`src/rtl/asi_arb.sv`:
```
// Purpose : arbitrates the shared user-side memory port between the AXI slave write path and read path.
// Latency : 1 cycle from a sampled request (at an arbitration point) to the registered grant.
// Backpr. : a grant is held until the owner's done pulse or watchdog expiry; request drop does not release it.
//
// Ports:
//   clk, rst_n                   usr_clk domain, asynchronous active-low reset
//   usr_wrequest / usr_rrequest  pending burst on the write / read path
//   usr_wdone / usr_rdone        single-cycle end-of-burst pulses from the owner
//   usr_wgrant / usr_rgrant      registered, mutually exclusive grants
//   arb_err / err_clr            sticky watchdog-expiry flag and its clear
module asi_arb #(
    parameter int ASI_ARB    = 0,     // 1: read has priority, 0: write has priority
    parameter int MAX_CONSEC = 4,     // consecutive priority grants under contention; 0 = strict
    parameter int TIMEOUT    = 1024,  // grant watchdog in cycles; 0 = disabled
    parameter int CNTW       = ($clog2(TIMEOUT + 1) > 0) ? $clog2(TIMEOUT + 1) : 1,
    parameter int CONW       = ($clog2(MAX_CONSEC + 1) > 0) ? $clog2(MAX_CONSEC + 1) : 1
) (
    input  logic clk,
    input  logic rst_n,
    input  logic usr_wrequest,
    input  logic usr_rrequest,
    input  logic usr_wdone,
    input  logic usr_rdone,
    output logic usr_wgrant,
    output logic usr_rgrant,
    output logic arb_err,
    input  logic err_clr
);

    typedef enum logic [1:0] {
        IDLE = 2'd0,
        WGNT = 2'd1,
        RGNT = 2'd2
    } state_t;

    localparam logic [CNTW-1:0] WD_LAST = CNTW'((TIMEOUT > 0) ? TIMEOUT - 1 : 0);
    localparam logic [CONW-1:0] CON_MAX = CONW'(MAX_CONSEC);
    localparam logic            RD_PRI  = (ASI_ARB != 0);

    state_t          state_q,    state_d;
    logic            wgrant_q,   wgrant_d;
    logic            rgrant_q,   rgrant_d;
    logic            arb_err_q,  arb_err_d;
    logic [CONW-1:0] cons_cnt_q, cons_cnt_d;
    logic [CNTW-1:0] wd_cnt_q,   wd_cnt_d;

    logic owner_done;
    logic wd_exp;
    logic arb_pt;
    logic both_req;
    logic limit_hit;
    logic pick_r;

    always_comb begin
        // Done pulses from the side that does not own the port are ignored.
        owner_done = ((state_q == WGNT) && usr_wdone) || ((state_q == RGNT) && usr_rdone);
        // A done in the same cycle as the last watchdog count takes precedence.
        wd_exp     = (TIMEOUT != 0) && (state_q != IDLE) && (wd_cnt_q == WD_LAST) && !owner_done;
        arb_pt     = (state_q == IDLE) || owner_done || wd_exp;
        both_req   = usr_wrequest && usr_rrequest;
        limit_hit  = (MAX_CONSEC != 0) && (cons_cnt_q == CON_MAX);

        // Under contention the priority side wins unless it has used up its run.
        if (both_req) begin
            pick_r = RD_PRI ? !limit_hit : limit_hit;
        end else begin
            pick_r = usr_rrequest;
        end

        state_d    = state_q;
        cons_cnt_d = cons_cnt_q;
        wd_cnt_d   = wd_cnt_q;

        if (arb_pt) begin
            wd_cnt_d = '0;
            if (usr_wrequest || usr_rrequest) begin
                state_d = pick_r ? RGNT : WGNT;
                if (pick_r != RD_PRI) begin
                    cons_cnt_d = '0;
                end else if (both_req && (cons_cnt_q != CON_MAX)) begin
                    cons_cnt_d = cons_cnt_q + CONW'(1);
                end
            end else begin
                state_d = IDLE;
            end
        end else if (state_q != IDLE) begin
            wd_cnt_d = wd_cnt_q + CNTW'(1);
        end

        if (TIMEOUT == 0) begin
            wd_cnt_d = '0;
        end

        wgrant_d = (state_d == WGNT);
        rgrant_d = (state_d == RGNT);

        // A fresh expiry beats a simultaneous clear.
        if (wd_exp) begin
            arb_err_d = 1'b1;
        end else if (err_clr) begin
            arb_err_d = 1'b0;
        end else begin
            arb_err_d = arb_err_q;
        end
    end

    always_ff @(posedge clk or negedge rst_n) begin
        if (!rst_n) begin
            state_q    <= IDLE;
            wgrant_q   <= 1'b0;
            rgrant_q   <= 1'b0;
            arb_err_q  <= 1'b0;
            cons_cnt_q <= '0;
            wd_cnt_q   <= '0;
        end else begin
            state_q    <= state_d;
            wgrant_q   <= wgrant_d;
            rgrant_q   <= rgrant_d;
            arb_err_q  <= arb_err_d;
            cons_cnt_q <= cons_cnt_d;
            wd_cnt_q   <= wd_cnt_d;
        end
    end

    assign usr_wgrant = wgrant_q;
    assign usr_rgrant = rgrant_q;
    assign arb_err    = arb_err_q;

endmodule

```
`config.mk`:
```
export PLATFORM = sky130hd
export DESIGN_NAME = asi_arb
export DESIGN_NICKNAME = d
export VERILOG_FILES = /design/src/rtl/asi_arb.sv
export SDC_FILE = /design/constraint.sdc
export NUM_CORES = 1
export LEC_CHECK = 0
export ABC_CLOCK_PERIOD_IN_PS = 2800
export BUFFER_PORTS_ARGS = -buffer_cell sky130_fd_sc_hd__buf_2
export CORE_MARGIN = 2
export CORE_UTILIZATION = 60
export CTS_BUF_LIST = sky130_fd_sc_hd__clkbuf_16
export DETAILED_ROUTE_END_ITERATION = 10
export GPL_TIMING_DRIVEN = 0
export PLACE_DENSITY_LB_ADDON = 0.3
export RECOVER_POWER = 100
export SLEW_MARGIN = 20
export SYNTH_ARGS = -nofsm -noshare
export SYNTH_HDL_FRONTEND = slang
export SYNTH_SLANG_ARGS = --single-unit
```
`constraint.sdc`:
```
create_clock -name clk -period 2.8 [get_ports clk]
set_input_delay 0.42 -clock clk [delete_from_list [all_inputs] [get_ports clk]]
set_output_delay 0.42 -clock clk [all_outputs]
set_load 0.02 [all_outputs]
```
; ---- Yosys cells after proc, flatten, opt, wreduce, memory -nomap -nowiden
; Cells that the tools add are included.
[word_totals]
regBits = 19
wordCells = 42
out_inout_bits = 3
[op_classes]
n_eq_ne = 7
addsub = 2
n_reduce_logical = 17
muxes = 10
[ops]
columns = cell, count
row1 = $mux 11, 2
row2 = $add 11x1->11 const B, 1
row3 = $eq 11x10->1 const B, 1
row4 = $reduce_bool 2->1, 4
row5 = $logic_and 1x1->1, 6
row6 = $mux 2, 3
row7 = $mux 3, 2
row8 = $eq 2x1->1 const B, 2
row9 = $eq 2x2->1 const B, 2
row10 = $logic_or 1x1->1, 4
row11 = $add 3x1->3 const B, 1
row12 = $eq 3x3->1 const B, 1
row13 = $mux 1, 3
row14 = $ne 3x3->1 const B, 1
row15 = $reduce_and 3->1, 1
row16 = $logic_not 2->1, 1
row17 = $logic_not 1->1, 1

; ---- Logic depth before layout (Yosys ltp)
; Gate-level depths: netlist of run 1.
[depth]
ltp_word = 8
depth_mapped = 7
depth_no_buf = 6

; ---- Worst setup path before layout of run 1
; No wires, ideal clock.
[synth_timing]
kind = reg-to-reg
start = reg wd_cnt_q[0]
end = reg state_q[0]
arrival_ns = 1.587
setup_slack_ns = 1.088
stages_incl_launch_ff = 7
path_buffers = 1
cell_sequence = dfrtp_1 ha_1 nand3_4 nor4_4 or2_1 buf_6 mux2_2
[synth_via]
elab_chain_cells = 5
[synth_lines]
columns = item, line_no
row1 = start: declaration, 45  ; logic [CNTW-1:0] wd_cnt_q, wd_cnt_d;
row2 = start signal: assignment, 121  ; wd_cnt_q <= wd_cnt_d;
row3 = $eq 11x10->1, 58  ; wd_exp = (TIMEOUT != 0) && (state_q != IDLE) && (wd_cnt_q == WD_LAST) && !owner_done;
row4 = $logic_and 1x1->1 (2 in series), 58
row5 = $logic_or 1x1->1, 59  ; arb_pt = (state_q == IDLE) || owner_done || wd_exp;
row6 = $mux 2, 74  ; if (arb_pt) begin
row7 = named net state_d[0], 40  ; state_t state_q, state_d;
row8 = end signal: assignment, 116  ; state_q <= state_d;
row9 = end: declaration, 40
; The timed path passes the listed nets, and every way through them passes these cells.
; A chain may end at the register's enable or synchronous reset.

; ---- Final worst setup path of run 1
; Ends and elaborated chain as after synthesis.

==> metrics.md, run 1 <==
| Metric | Value |
|---|---|
| Status | `finished, final reports clean` |
| Non-Filler Instances | `116` |
| Hold WC Path Type | `in2async` |
| Final Hold Viols | `0` |
| Critical R2R Launch | `wd_cnt_q[0]` |
| DRC viols | `0` |
| P per Cell Area | `a little under 900 nW/um^2` |
| Final instance area | `roughly 1100 um^2` |
| CTS hold repair buffers | `0` |
| Share of layout cells above drive strength 1 | `about 16%` |
| CP Launch Point | `wd_cnt_q[0]` |
| Crit path buffers/inverters | `1` |
| Max stage delay cell, worst path | `nor4_1` |
| Antenna cells | `0` |
| Fill count | `roughly 120` |
| Seq/Total Area, Yosys | `a little under 50%` |
| Reg2reg end | `state_q[0]` |
| Max Freq | `454 MHz` |
| Die Wd | `~44 um` |
| Critical path type | `reg2reg` |
| Total clock sinks | `19` |
| Routed wire length | `between 1.5 and 2 mm` |
| RSZ-0062 raised after global routing | `false` |
| Final core occ | `a little under three quarters` |
| Vias | `approximately 640` |
| Sw Ratio | `between 20% and 30%` |
| Final Power | `around 0.93 mW` |
| Number of I/O pins | `10` |
| Cells after Synth | `just under 90` |
| First-pass GRT wire length | `~2.7 mm` |
| Root Buffer | `clkbuf_16` |
| Initial Util | `63.5%` |
| Min Hold Slack | `just over 300 ps` |
| Peak VDD IR | `~0.68 mV` |
| Post-synth EDFFs | `0` |
| Post-DP HPWL | `1.11 mm` |
| GR Util All Layers | `19.5%` |
| Net switching power | `~0.27 mW` |
| Slew Viols, Final | `0` |
| Worst path required time | `around 2900 ps` |
| Clock transition at path regs | `50 ps` |
| Worst-margin pin slew | `slightly below 1000 ps` |
| DR pass1 iterations | `4` |
| Critical-path maximum fanout | `6` |
| Fin crit period | `~2200 ps` |
| Met2 WL | `742 um` |
| CP max stage delay | `around 600 ps` |
| Multi-input gate area | `slightly below 400 um^2` |
| Largest delay share family, worst path | `simple AND/OR/NAND/NOR gates` |
| Cts bufs inserted | `3` |
| Die H | `around 44 um` |
| Seq cells post-synth | `19` |
| Wirelength per Cell | `~13 um` |
| Wl on met1 | `664 um` |
| Std cell rows | `14` |
| Comb power frac | `around 29%` |
| Initial DRC Count | `6` |
| Post-route setup slack | `about 600 ps` |
| Worst slack at placement | `958 ps` |
| Placed cell count | `around 110` |
| TritonCTS clock tree | `built` |
| Clock latency on the worst-skew pair | `approximately 250 ps` |
| Reg2reg setup slack | `about 600 ps` |
| Largest net degree at the start of global routing | `20` |
| Internal power | `around 0.65 mW` |
| Warnings, synthesis | `0` |
| Slew margin rel. | `about a third` |
| CP endpoint kind | `flop` |
| Sequential Power Share | `40.6%` |
| Dpl cell area | `1020 um^2` |
| Worst r2r path cells | `6` |
| TNS Setup | `0 ps` |
| Vias per cell | `~5.6` |
| Critical path arrival | `between 2000 and 2500 ps` |
| Worst setup SP type | `flop` |
| Top Layer Used | `met4` |
| Post-CTS resize count | `0` |
| Static leakage power | `between 0.4 and 0.5 nW` |
| Top_reg_cell synth | `dfrtp_1` |
| Syn Area/Cell | `approximately 11 um^2` |
| Post-CTS setup buffer count | `0` |
| H-tree lvl count | `1` |
| Placer congestion estimate | `~0.8` |
| Die ar. | `between 1500 and 2000 um^2` |
| Max cap viols | `0` |
| Total Nets Final | `between 100 and 150` |
| WL met3 | `approximately 62 um` |
| Final Setup Violations | `0` |
| Period Utilization, post-route | `around four fifths` |
| Mapped Area | `~960 um^2` |
| Mapped Nets | `just under 100` |
| Clock skew | `2.16 ps` |
| Clk pwr share | `between 30% and 40%` |
| CORE AREA | `1510 um^2` |
| Total global routing overflow | `0` |
| Vias in the first global route | `around 660` |
| Routed Antenna Nets | `0` |
| Port buffer count | `9` |
| CTS max path bufs | `2` |
| Worst-path cell chain | `ha_1, nand3_1, nor4_1, or2_0, buf_6, mux2_2` |
| Register area | `around 480 um^2` |
| Synthesis-to-finish area growth | `11.6%` |
| Fraction of registers with async set/reset | `between 90% and 100%` |
| Synth unique cells | `30` |
| Antenna violations before repair | `0` |
==> logic make-up after synthesis <==
logic type / share of synthesized area, %
AOI/OAI and AO/OA: 5.50
and+or+nand+nor: 21.3
xor gates and xnor gates: 6.41
adders and majority gates: 3.93
muxes: 6.68
DFF: 49.7
buffers and inverters: 6.41
==> synthesized netlist by cell type, drive strengths merged, types with 3 or more instances <==
master,number,share of area (%)
dfrtp,19,50
ha,3,3.9
inv,8,3.1
mux2,3,3.5
mux2i,3,3.1
nand2,6,2.4
nand3,4,3.4
nor2,13,5.1
o21ai,3,1.6
xnor2,6,5.5
==> worst max path at each step <==
stage,end,cells after the start
2_1_floorplan,state_q[0],6
3_3_place_gp,state_q[0],6
3_5_place_dp,state_q[0],6
4_1_cts,state_q[0],6
5_1_grt,cons_cnt_q[0],5
6_report,state_q[0],6
==> sequential cells by signal, indices dropped and copies added, names as in the netlist <==
signal	flops
cons_cnt_q	3
usr_rgrant	1
state_q	2
wd_cnt_q	11
usr_wgrant	1
arb_err	1
==> power by group through the flow <==
stage                     logic [mW]  registers, mW  clock network [mW]
after floorplan                0.201          0.389                   0
after global placement         0.271          0.375                   0
after detailed placement       0.283          0.381                   0
after CTS                      0.285          0.377               0.285
after global routing           0.303          0.382               0.296
final                          0.270          0.376               0.282
==> cell type report <==
cell class                      instances  share of cell area, %
Buffer                                  2                   2.93
Clock buffer                            3                   7.03
Clock inverter                          1                  0.352
Inverter                                8                   2.81
Multi-Input combinational cell         58                   36.7
Sequential cell                        19                   44.5
Tap cell                               16                   1.88
Timing Repair Buffer                    9                   3.75
==> cells in the final DEF, fill, tap and decap left out, drive strengths merged <==
master / synthesis / layout
nor4: 1 / 1
o21ai: 3 / 3
nor2: 13 / 13
mux2i: 3 / 3
nand4: 2 / 2
o22ai: 1 / 1
nand3b: 1 / 1
nand3: 4 / 4
xor2: 1 / 1
or3: 1 / 1
nand2b: 1 / 1
o2bb2ai: 1 / 1
xnor2: 6 / 6
a21oi: 2 / 2
o221ai: 1 / 1
buf: 2 / 7
ha: 3 / 3
nor3b: 1 / 1
mux2: 3 / 3
dfrtp: 19 / 19
or2: 1 / 1
clkbuf: 0 / 7
nor3: 2 / 2
nor2b: 1 / 1
nand2: 6 / 6
inv: 8 / 9
==> layer usage <==
| metal | up-vias | track usage [%] |
|---|---|---|
| li1 | 317 | - |
| met1 | 307 | 23.3 |
| met2 | 13 | 31.2 |
| met3 | 7 | 4.58 |
| met4 | 0 | 12.7 |
| met5 | - | 0 |
(Power assumes the default switching activity.)
==> run 2, diff against run 1 <==
ABC_CLOCK_PERIOD_IN_PS = 1850   (was 2800)
CORE_UTILIZATION = 50   (was 60)
clock period = 1.85 ns   (was 2.8 ns; I/O delays follow)
==> metrics.md, run 2 (same netlist as run 1, synthesis figures left out) <==
| Metric | Value |
|---|---|
| Fin crit period | `1770 ps (-426 ps)` |
| Die Wd | `47.7 um (+8.7%)` |
| Initial DRC Count | `5 (-1)` |
| Worst Hold Path EP | `arb_err` |
| Fill count | `148 (+22%)` |
| TNS Setup | `0 ps (unchanged)` |
| Placer congestion estimate | `0.733 (-8.0%)` |
| CTS max path bufs | `2 (unchanged)` |
| Wirelength per Cell | `12.1 um (-7.5%)` |
| Clock transition at path regs | `50 ps (about the same)` |
| TritonCTS clock tree | `built` |
| Most common cell after layout, fill and taps aside | `dfrtp_1` |
| Antenna violations before repair | `0 (unchanged)` |
| GR Util All Layers | `17.3% (-2.2 points)` |
| Critical-path maximum fanout | `6 (unchanged)` |
| Worst setup SP type | `flop` |
| Total global routing overflow | `0 (unchanged)` |
| DRC viols | `0 (unchanged)` |
| Period Utilization, post-route | `95.9% (+17 points)` |
| Root Buffer | `clkbuf_16` |
| Cts bufs inserted | `3 (unchanged)` |
| Total clock sinks | `19 (unchanged)` |
| Crit path buffers/inverters | `1 (unchanged)` |
| Vias | `655 (+1.7%)` |
| Final core occ | `65.1% (-5.7 points)` |
| Static leakage power | `0.509 nW (+5.1%)` |
| Clock skew | `2.67 ps (+0.515 ps)` |
| Max Freq | `564 MHz (+24%)` |
| H-tree lvl count | `1 (unchanged)` |
| Worst-margin pin slew | `985 ps (+5.16 ps)` |
| Vias in the first global route | `635 (-3.3%)` |
| Status | `finished, final reports clean` |
| Dpl cell area | `1030 um^2 (+1.1%)` |
| Largest net degree at the start of global routing | `20 (unchanged)` |
| Worst path required time | `1980 ps (-950 ps)` |
| Slew margin rel. | `34.3% (-0.34 points)` |
| Max stage delay cell, worst path | `dfrtp_1` |
| Slew Viols, Final | `0 (unchanged)` |
| Largest regs | `wd_cnt_q x11, cons_cnt_q x3, state_q x2` |
| Number of I/O pins | `10 (unchanged)` |
| Antenna cells | `0 (unchanged)` |
| First-pass GRT wire length | `2.63 mm (-2.6%)` |
| Worst-path cell chain | `ha_2, nand3_4, nor4_4, or2_1, buf_6, mux2_2` |
| Port buffer count | `9 (unchanged)` |
| Synthesis-to-finish area growth | `20.2%` |
| Top reg by flops | `wd_cnt_q` |
| Die ar. | `2280 um^2 (+18%)` |
| CP endpoint kind | `flop` |
| DR pass1 iterations | `4 (unchanged)` |
| P per Cell Area | `1250 nW/um^2 (+43%)` |
| Worst hold path cell count | `2` |
| Post-DP HPWL | `1.13 mm (+1.5%)` |
| Hold wc startpoint | `err_clr` |
| Vias per cell | `5.04 (-9.2%)` |
| Die H | `47.7 um (+8.7%)` |
| Peak VDD IR | `0.787 mV (+16%)` |
| Largest delay share family, worst path | `simple AND/OR/NAND/NOR gates` |
| Clock latency on the worst-skew pair | `250 ps (about the same)` |
| Routed wire length | `1.58 mm (+3.7%)` |
| Reg2reg setup slack | `80 ps (-520 ps)` |
| Reg2reg end | `state_q[0]` |
| Critical R2R Launch | `wd_cnt_q[0]` |
| CP max stage delay | `390 ps (-210 ps)` |
| Commonest non-fill, non-tap cells in the layout | `dfrtp_1, nor2_1, inv_1` |
| Final Hold Viols | `0 (unchanged)` |
| Max cap viols | `0 (unchanged)` |
| Max reg flops | `11 (unchanged)` |
| Final Setup Violations | `0 (unchanged)` |
| Total Nets Final | `116 (+4.5%)` |
| Initial Util | `54.2% (-9.3 points)` |
| Std cell rows | `15 (+1)` |
| CORE AREA | `1760 um^2 (+17%)` |
| Routed Antenna Nets | `0 (unchanged)` |
| Final instance area | `1150 um^2 (+7.6%)` |
| Critical Path Stages | `6 (unchanged)` |
| Critical path arrival | `1910 ps (-420 ps)` |
| Critical path type | `reg2reg` |
| Share of layout cells above drive strength 1 | `21.9% (+5.9 points)` |
| Hold WC Path Type | `in2reg` |
| Worst r2r path cells | `6 (unchanged)` |
-- run 2: what timing repair did --
action	CTS	global route
setup endpoints to repair	2	3
pin swaps	1	1
buffers inserted	0	4
endpoints found under the hold margin	19	0
gates resized for setup	0	1
hold buffers	1	0
-- run 2: cell type report --
| cell class | instances | area (um^2) | share of cell area, % |
|---|---|---|---|
| clock inverters | 1 | 3.75 | 0.327 |
| flip-flops and latches | 19 | 475 | 41.4 |
| repair buffers | 14 | 80.1 | 6.97 |
| inverters | 8 | 30.0 | 2.61 |
| plain buffers | 2 | 31.3 | 2.72 |
| multi-input cells | 58 | 422 | 36.7 |
| clock buffers | 3 | 75.1 | 6.54 |
| well taps | 25 | 31.3 | 2.72 |
-- run 2: worst max-delay path by stage --
stage / startpoint / to / slack (ps)
final: wd_cnt_q[0] / state_q[0] / 80
after global routing: wd_cnt_q[0] / usr_wgrant / -20
after CTS: wd_cnt_q[0] / state_q[0] / 90
after detailed placement: wd_cnt_q[0] / state_q[0] / -20
after global placement: wd_cnt_q[0] / usr_wgrant / 30
after floorplan: wd_cnt_q[0] / state_q[0] / 140
-- run 2: stage by stage --
stage / power, mW / hold slack [ps] / std cells / setup WS, ps
finish: 1.43 / 222 / 130 / 75.9
floorplan: 0.894 / -18.1 / 87 / 138
global route: 1.52 / 226 / 130 / -18.6
CTS: 1.44 / 218 / 126 / 91.6
detailed placement: 0.997 / 237 / 121 / -15.2
global placement: 0.980 / 237 / 121 / 34.6
-- run 2: layer usage --
| layer | GRT usage, % | part of all wire, % |
|---|---|---|
| met4 | 9.73 | 1.9 |
| met5 | 0 | 0 |
| met2 | 30.4 | 51 |
| met3 | 3.40 | 2.4 |
| met1 | 19.3 | 44 |
-- run 2: where the power goes --
| group | total [mW] | switching [mW] | internal, mW |
|---|---|---|---|
| clock | 0.431 | 0.144 | 0.287 |
| combinational | 0.432 | 0.218 | 0.214 |
| sequential | 0.570 | 0.0662 | 0.504 |
| total | 1.43 | 0.428 | 1.01 |
==> run 3, diff against run 2 <==
CORE_UTILIZATION = 31   (was 50)
==> metrics.md, run 3 (same netlist as run 1, synthesis figures left out) <==
| Metric | Value |
|---|---|
| Status | `finished, final reports clean` |
| Root Buffer | `clkbuf_16` |
| Final Power | `1.40 mW (-2.1%)` |
| CP endpoint kind | `flop` |
| DRC viols | `0 (unchanged)` |
| Post-DP HPWL | `1.16 mm (+2.7%)` |
| Total clock sinks | `19 (unchanged)` |
| Initial Util | `31.8% (-22 points)` |
| Reg2reg setup slack | `120 ps (+50 ps)` |
| Antenna cells | `0 (unchanged)` |
| Routed wire length | `1.53 mm (-3.2%)` |
| CP max stage delay | `400 ps (about the same)` |
| CP Launch Point | `wd_cnt_q[0]` |
| Max stage delay cell, worst path | `dfrtp_1` |
| Max Freq | `579 MHz (+2.7%)` |
| Worst r2r path cells | `6 (unchanged)` |
| DR pass1 iterations | `4 (unchanged)` |
| Worst-margin pin slew | `1020 ps (+36.0 ps)` |
| Initial DRC Count | `6 (+1)` |
| P per Cell Area | `1250 nW/um^2 (-0.11%)` |
| Die H | `59.5 um (+25%)` |
| Total global routing overflow | `0 (unchanged)` |
| Number of I/O pins | `10 (unchanged)` |
| Vias | `644 (-1.7%)` |
| Met2 WL | `733 um (-9.1%)` |
| Clock skew | `1.28 ps (-1.39 ps)` |
| Critical path type | `reg2reg` |
| Period Utilization, post-route | `93.4% (-2.5 points)` |
| Antenna violations before repair | `0 (unchanged)` |
| Share of layout cells above drive strength 1 | `17.8% (-4.1 points)` |
| Critical R2R Launch | `wd_cnt_q[0]` |
| Post-route setup slack | `122 ps (+46.5 ps)` |
| Top Layer Used | `met4` |
| Hold WC Path Type | `in2reg` |
| TNS Setup | `0 ps (unchanged)` |
| Largest net degree at the start of global routing | `20 (unchanged)` |
| Cts bufs inserted | `3 (unchanged)` |
| Static leakage power | `0.490 nW (-3.8%)` |
| Die Wd | `59.5 um (+25%)` |
| Most common cell after layout, fill and taps aside | `dfrtp_1` |
| Die ar. | `3540 um^2 (+56%)` |
| Slew Viols, Final | `0 (unchanged)` |
| Wirelength per Cell | `11.4 um (-6.1%)` |
| Critical-path maximum fanout | `6 (unchanged)` |
| Post-CTS resize count | `0 (unchanged)` |
| Wl on met1 | `748 um (+6.7%)` |
| Max cap viols | `0 (unchanged)` |
| Synthesis-to-finish area growth | `17.8%` |
| Routed Antenna Nets | `0 (unchanged)` |
| Port buffer count | `9 (unchanged)` |
| Max reg flops | `11 (unchanged)` |
| Top reg by flops | `wd_cnt_q` |
| Fin crit period | `1730 ps (-46.5 ps)` |
| WL met3 | `35 um (-7.9%)` |
| Total Nets Final | `112 (-3.4%)` |
| Min Hold Slack | `220 ps (-1.34 ps)` |
| Hold wc startpoint | `err_clr` |
| Clock transition at path regs | `50 ps (about the same)` |
| Post-CTS setup buffer count | `0 (unchanged)` |
| Worst path required time | `1980 ps (about the same)` |
| CTS max path bufs | `2 (unchanged)` |
| H-tree lvl count | `1 (unchanged)` |
| Vias per cell | `4.81 (-4.6%)` |
| Final Setup Violations | `0 (unchanged)` |
| Largest regs | `wd_cnt_q x11, cons_cnt_q x3, state_q x2` |
| CORE AREA | `3000 um^2 (+70%)` |
| Critical path arrival | `1860 ps (-50 ps)` |
| Slew margin rel. | `31.9% (-2.4 points)` |
| Final Hold Viols | `0 (unchanged)` |
| GR Util All Layers | `11.3% (-6.0 points)` |
| Worst slack at placement | `-2.27 ps (+12.9 ps)` |
| Final core occ | `37.5% (-28 points)` |
| Placer congestion estimate | `0.672 (-8.4%)` |
| TritonCTS clock tree | `built` |
| Std cell rows | `20 (+5)` |
| First-pass GRT wire length | `2.95 mm (+12%)` |
| Clock latency on the worst-skew pair | `250 ps (about the same)` |
| Peak VDD IR | `0.627 mV (-20%)` |
| Worst-path cell chain | `ha_1, nand3_4, nor4_4, or2_1, buf_6, mux2_2` |
| RSZ-0062 raised after global routing | `false` |
| Worst setup SP type | `flop` |
| Commonest non-fill, non-tap cells in the layout | `dfrtp_1, nor2_1, inv_1` |
| Worst hold path cell count | `2 (unchanged)` |
| Vias in the first global route | `654 (+3.0%)` |
-- run 3: changes by cell type in the layout (fill, tap and decap cells not counted), sizes merged --
cell and delta:
buf -4
-- run 3: critical path, delay by kind of cell, from the launching register on --
family                   cells  cell delay [ps]
adder cells (fa/ha/maj)      1              240
buffers and inverters        1              120
flip-flops                   1              400
multiplexers                 1              320
AND/OR/NAND/NOR              3              520
-- run 3: timing repair --
item,in CTS,in global routing
hold buffers,1,0
endpoints found under the hold margin,19,0
setup endpoints to repair,2,0
-- run 3: cell type report --
cell class / instances / area, um^2
Buffer: 2 / 31.3
Clock buffer: 3 / 75.1
Clock inverter: 1 / 3.75
Fill cell: 303 / 1880
Inverter: 8 / 30.0
Multi-Input combinational cell: 58 / 419
Sequential cell: 19 / 475
Tap cell: 33 / 41.3
Timing Repair Buffer: 10 / 50.0
-- run 3: final timing paths --
path,end
worst max-delay path,usr_wgrant
worst min-delay path,arb_err
worst max register to register,usr_wgrant
worst min register to register,usr_rgrant
max in group asynchronous,state_q[0]
min in group asynchronous,wd_cnt_q[3]
-- run 3: where the power goes --
group	leakage (nW)	switching (mW)	internal, mW
sequential	0.252	0.0661	0.504
combinational	0.196	0.206	0.201
clock	0.0423	0.140	0.287
total	0.490	0.412	0.992
-- run 3: through the flow --
step / instances / area, um^2
finish: 134 / 1130
global route: 134 / 1130
CTS: 134 / 1130
detailed placement: 129 / 1040
global placement: 129 / 1040
floorplan: 87 / 956
-- run 3: metal layers --
layer / vias up / track usage [%]
li1: 319 / -
met1: 317 / 14.7
met2: 6 / 17.9
met3: 2 / 1.97
met4: 0 / 5.71
met5: - / 0
